## src/rtl/draw_scheduler.sv

```systemverilog
// draw_scheduler: arbitrates three square-draw requesters (paddle, ball, brick)
// onto a single VGA pixel-write port. The winner is chosen round-robin, its
// operands are latched at the grant edge, and the square is scanned
// column-major, one pixel per clock. A one-cycle done pulse goes back to the
// owner when the square is finished.
module draw_scheduler (
  input  logic        clk,
  input  logic        reset,
  input  logic [2:0]  req,
  input  logic [29:0] x_in,
  input  logic [29:0] y_in,
  input  logic [29:0] size_in,
  input  logic [8:0]  colour_in,
  output logic [2:0]  done,
  output logic [2:0]  grant,
  output logic        busy,
  output logic        writeEn,
  output logic [9:0]  x_out,
  output logic [9:0]  y_out,
  output logic [2:0]  colour
);

  typedef enum logic [1:0] {
    IDLE = 2'd0,
    DRAW = 2'd1,
    DONE = 2'd2
  } state_t;

  state_t     state;
  logic [1:0] last;        // index of the most recently granted requester
  logic [9:0] x0;          // latched top-left X of the current square
  logic [9:0] y0;          // latched top-left Y of the current square
  logic [9:0] size_r;      // latched edge length of the current square
  logic [9:0] cx;          // column offset (outer loop)
  logic [9:0] cy;          // row offset (inner loop)

  logic [1:0] win;
  logic [2:0] win_onehot;
  logic [9:0] sel_x;
  logic [9:0] sel_y;
  logic [9:0] sel_size;
  logic [2:0] sel_col;

  // Round-robin pick: search begins at the requester after the last winner.
  // NOTE: every signal driven in always_comb gets a default first so a
  // missing branch can never infer a latch.
  always_comb begin
    win = last;
    case (last)
      2'd0: begin
        if      (req[1]) win = 2'd1;
        else if (req[2]) win = 2'd2;
        else             win = 2'd0;
      end
      2'd1: begin
        if      (req[2]) win = 2'd2;
        else if (req[0]) win = 2'd0;
        else             win = 2'd1;
      end
      default: begin
        if      (req[0]) win = 2'd0;
        else if (req[1]) win = 2'd1;
        else             win = 2'd2;
      end
    endcase
    win_onehot = 3'b001 << win;
  end

  // Operand mux: unpack the winner's fields from the packed input buses.
  always_comb begin
    sel_x    = x_in[9:0];
    sel_y    = y_in[9:0];
    sel_size = size_in[9:0];
    sel_col  = colour_in[2:0];
    case (win)
      2'd1: begin
        sel_x    = x_in[19:10];
        sel_y    = y_in[19:10];
        sel_size = size_in[19:10];
        sel_col  = colour_in[5:3];
      end
      2'd2: begin
        sel_x    = x_in[29:20];
        sel_y    = y_in[29:20];
        sel_size = size_in[29:20];
        sel_col  = colour_in[8:6];
      end
      default: ;
    endcase
  end

  // Scheduler FSM: grant, column-major pixel scan, done handshake.
  // NOTE: sequential state uses non-blocking assignments only, so every
  // register updates from pre-edge values regardless of statement order.
  always_ff @(posedge clk) begin
    if (reset) begin
      state   <= IDLE;
      last    <= 2'd2;
      x0      <= '0;
      y0      <= '0;
      size_r  <= '0;
      cx      <= '0;
      cy      <= '0;
      done    <= '0;
      grant   <= '0;
      writeEn <= 1'b0;
      x_out   <= '0;
      y_out   <= '0;
      colour  <= '0;
    end else begin
      case (state)
        IDLE: begin
          if (req != 3'b000) begin
            grant  <= win_onehot;
            last   <= win;
            x0     <= sel_x;
            y0     <= sel_y;
            size_r <= sel_size;
            colour <= sel_col;
            cx     <= '0;
            cy     <= '0;
            if (sel_size == 10'd0) begin
              state <= DONE;
              done  <= win_onehot;
            end else begin
              // First pixel is driven in the very first DRAW cycle.
              state   <= DRAW;
              writeEn <= 1'b1;
              x_out   <= sel_x;
              y_out   <= sel_y;
            end
          end
        end

        DRAW: begin
          if (cy == size_r - 10'd1) begin
            cy <= '0;
            if (cx == size_r - 10'd1) begin
              state   <= DONE;
              writeEn <= 1'b0;
              done    <= grant;
            end else begin
              cx    <= cx + 10'd1;
              x_out <= x0 + cx + 10'd1;
              y_out <= y0;
            end
          end else begin
            cy    <= cy + 10'd1;
            y_out <= y0 + cy + 10'd1;
          end
        end

        DONE: begin
          done  <= '0;
          grant <= '0;
          state <= IDLE;
        end

        default: state <= IDLE;
      endcase
    end
  end

  assign busy = (state != IDLE);

endmodule

```

## config.mk

```make
export PLATFORM = sky130hd
export DESIGN_NAME = draw_scheduler
export DESIGN_NICKNAME = d
export VERILOG_FILES = /design/src/rtl/draw_scheduler.sv
export SDC_FILE = /design/constraint.sdc
export NUM_CORES = 1
export LEC_CHECK = 0
export CAP_MARGIN = 10
export CORE_UTILIZATION = 51
export CTS_CLUSTER_DIAMETER = 60
export DETAILED_ROUTE_END_ITERATION = 8
export GPL_TIMING_DRIVEN = 0
export MAX_ROUTING_LAYER = met4
export PLACE_DENSITY = 0.79
export REMOVE_ABC_BUFFERS = 1
export SLEW_MARGIN = 5
export SYNTH_ARGS = -nofsm -noshare
export SYNTH_HDL_FRONTEND = slang
export SYNTH_SLANG_ARGS = --single-unit
```

## constraint.sdc

```tcl
create_clock -name clk -period 5.04 [get_ports clk]
set_clock_uncertainty 0.15 [all_clocks]
set_input_delay 0.756 -clock clk [delete_from_list [all_inputs] [get_ports clk]]
set_output_delay 0.756 -clock clk [all_outputs]
set_load 0.01 [all_outputs]
```

==> results.py <==
metrics = {
    "timing": {
        "worst_slew_pin_slew_ps": 1070,
        "maxSlewViolCount": 0,
        "fin_crit_ps": 4770,
        "setup_violations": 0,
        "maxSlewHeadroom": 0.288,
        "hold_ws_ps": 306,
        "finalHoldViolations": 0,
        "setup_slack_ps": 274,
        "fmax_mhz": 210,
        "finalCritPeriodShare": 0.946,
        "rsz0062_at_grt": "no",
        "tns_ps": 0,
    },
    "yosys": {
        "synthTopCellsByCount": "101 x nor2_1, 86 x a21oi_1, 84 x dfxtp_1",
        "postSynthCellCount": 746,
        "syn_area_um2": 5670,
        "synth_edf_count": 0,
        "synth_ff_type": "dfxtp_1",
        "synth_most_common_cell": "nor2_1",
        "synth_area_per_cell_um2": 7.60,
        "synth-seq-cells": 84,
        "async_flop_share": 0,
        "synth.top_cell.area_share": 0.297,
        "yosysWarnings": 0,
        "netlist_top_cells_area": "dfxtp_1 30%, a21oi_1 7.6%, nor2_1 6.7%, ha_1 6.2%, nand2_1 5.3%",
        "seq_area_frac_synth": 0.297,
        "synth_area_leader_cell": "dfxtp_1",
        "synth_cell_type_count": 62,
    },
    "pwr": {
        "powerDensity_nw_per_um2": 528,
        "leakage_nw": 2.84,
        "ir_drop_mv": 0.466,
    },
    "layout": {
        "nNetsFinal": 983,
        "multiInputGateArea_um2": 3720,
        "fillCellCount": 909,
        "diodes": 0,
        "seq_area_um2": 1680,
        "drive_gt1_frac": 0.0480,
        "finalNonFillerCells": 994,
        "area_growth_pct": 28.7,
    },
    "placement": {
        "port_buffers": 134,
        "dp_cells": 977,
        "hpwl_mm": 12.0,
        "place.gp.congestion": 0.847,
        "dpl_worst_slack_ps": -369,
    },
    "worst_setup_path": {
        "required_ps": 5130,
        "crit_buf_inv": 4,
        "crit_family": "buffers and inverters",
        "crit_top_cell": "nor3_1",
        "timing.rr.start": "size_r[0]$_SDFFE_PP0P_",
        "worstSetupPathDepth": 15,
        "worst-path-max-fanout": 29,
        "endpoint_kind": "flip-flop",
        "reg2reg_depth": 10,
        "worst_r2r_endpoint": "x_out[9]$_SDFFE_PP0P_",
        "cp_cell_sequence": "clkdlybuf4s50_1, inv_1, o21ai_0, nor2_1, a31oi_1, ha_2, buf_12, mux2i_1, nand4_1, nor3_1, nand2_1, o311ai_2, buf_4, nor2b_1, nor3_1",
        "arrival_ps": 4850,
        "cp-start-kind": "input pin",
        "r2r_setup_slack_ps": 630,
        "slowest_stage": "ha_2",
        "slowest_delay_ps": 570,
        "path_class": "in -> reg",
    },
    "global_route": {
        "grt_pass1_vias": 5463,
        "overflow": 0,
        "grt_usage": 0.291,
        "antenna_found_initial": 0,
        "grt_first_pass_wirelength_mm": 25.9,
        "grt_max_degree": 45,
    },
    "clock_tree": {
        "clk_latency_ps": 370,
        "clk_path_buf_depth": 2,
        "cts-root-buf": "clkbuf_8",
        "htreeDepth": 3,
        "cts_resized": 0,
        "cts_tree": "yes",
        "postCtsSetupBuffers": 0,
        "cts_made_buffers": 9,
        "postCtsHoldBufs": 0,
        "cts.sinks": 84,
        "clk_transition_reported_paths_ps": 80,
    },
    "floorplan": {
        "ios": 135,
        "die_h_um": 107,
        "initial_core_util": 0.523,
        "die_area_um2": 11500,
        "rows": 38,
        "die_x_um": 107,
        "core_area_um2": 10800,
    },
    "worst_hold_path": {
        "holdPathStages": 2,
        "holdPathEnd": "y_out[8]$_SDFFE_PP0P_",
        "hold_class": "reg -> reg",
        "hp-start": "y_out[8]$_SDFFE_PP0P_",
    },
    "route": {
        "drc": 0,
        "ant_nets": 0,
        "via_per_inst": 5.90,
        "finalWirelength_mm": 16.0,
        "dr.pass1.iters": 5,
        "drt_first_iter_violations": 314,
        "wire_per_inst_um": 16.1,
        "vias": 5866,
    },
    "run": {
        "cap_violations": 0,
    },
    "outcome": {
        "status": "finished, final reports clean",
    },
}
==> tightest hold or removal path: cells and delay by family (launching register included) <==
family          cells  cell delay, ps
flops               1             310
compound gates      1              50
simple gates        1              50
==> cells by family (layout without fill, tap and decap cells) <==
logic type,count (synthesis),count (layout),share of synthesized area
simple gates,276,276,0.225
compound gates,227,227,0.256
flops,84,84,0.297
buf+inv,69,177,0.0508
xor+xnor,42,42,0.0698
fa+ha+maj,30,30,0.0689
mux,18,18,0.0327
==> sequential cells by signal (all words and copies together), names as in the netlist <==
register,count
cy,10
cx,10
done,3
size_r,10
x_out,10
colour,3
y_out,10
y0,10
writeEn,1
grant,3
state,2
last,2
x0,10
==> power breakdown <==
group          internal (mW)  total (mW)  switching, mW
Combinational           1.03        2.33           1.29
Sequential             0.872        1.06          0.185
Clock                  0.207       0.465          0.258
Total                   2.11        3.85           1.74
==> routing by layer <==
layer  share of wire  up-vias  track usage
li1                -     2899            -
met1            0.43     2802        0.357
met2            0.51      149        0.491
met3           0.046       16       0.0545
met4           0.010        0       0.0763
met5               0        -            -
==> final cells by class <==
cell class	count	area share
repair buffers	141	0.199
flip-flops and latches	84	0.231
clock inverters	5	0.00480
multi-input cells	593	0.511
clock buffers	11	0.0208
well taps	140	0.0240
inverters	20	0.0103
==> how the worst max path moves through the flow <==
stage | to | from | slack, ps
2_1_floorplan | y_out[7]$_SDFFE_PP0P_ | size_r[0]$_SDFFE_PP0P_ | 740
3_3_place_gp | y_out[3]$_SDFFE_PP0P_ | req[1] | -940
3_5_place_dp | y_out[6]$_SDFFE_PP0P_ | req[1] | -370
4_1_cts | y_out[6]$_SDFFE_PP0P_ | req[1] | 5
5_1_grt | y_out[2]$_SDFFE_PP0P_ | req[1] | 50
6_report | y_out[7]$_SDFFE_PP0P_ | req[1] | 270
==> placed cells by master (no fill, tap or decap), types with 11 or more instances in the layout <==
| cell | n |
|---|---|
| xor2_1 | 15 |
| inv_1 | 20 |
| xnor2_1 | 25 |
| nor2_1 | 101 |
| a22oi_1 | 26 |
| a211oi_1 | 13 |
| clkdlybuf4s50_1 | 133 |
| mux2i_1 | 14 |
| nand2_1 | 80 |
| ha_1 | 24 |
| clkbuf_8 | 11 |
| or3_1 | 12 |
| a21oi_1 | 86 |
| nand3_1 | 15 |
| nor3_1 | 11 |
| o21ai_0 | 35 |
| nor2b_1 | 12 |
| dfxtp_1 | 84 |
==> through the flow <==
step / area [um2] / total power [mW] / utilization
after detailed placement: 7090 / 3.37 / 0.654
after floorplan: 5460 / 2.57 / -
final: 7290 / 3.85 / 0.673
after global routing: 7290 / 4.17 / 0.673
after CTS: 7280 / 3.84 / 0.671
after global placement: 6970 / 3.22 / 0.643
(Power assumes the default switching activity.)
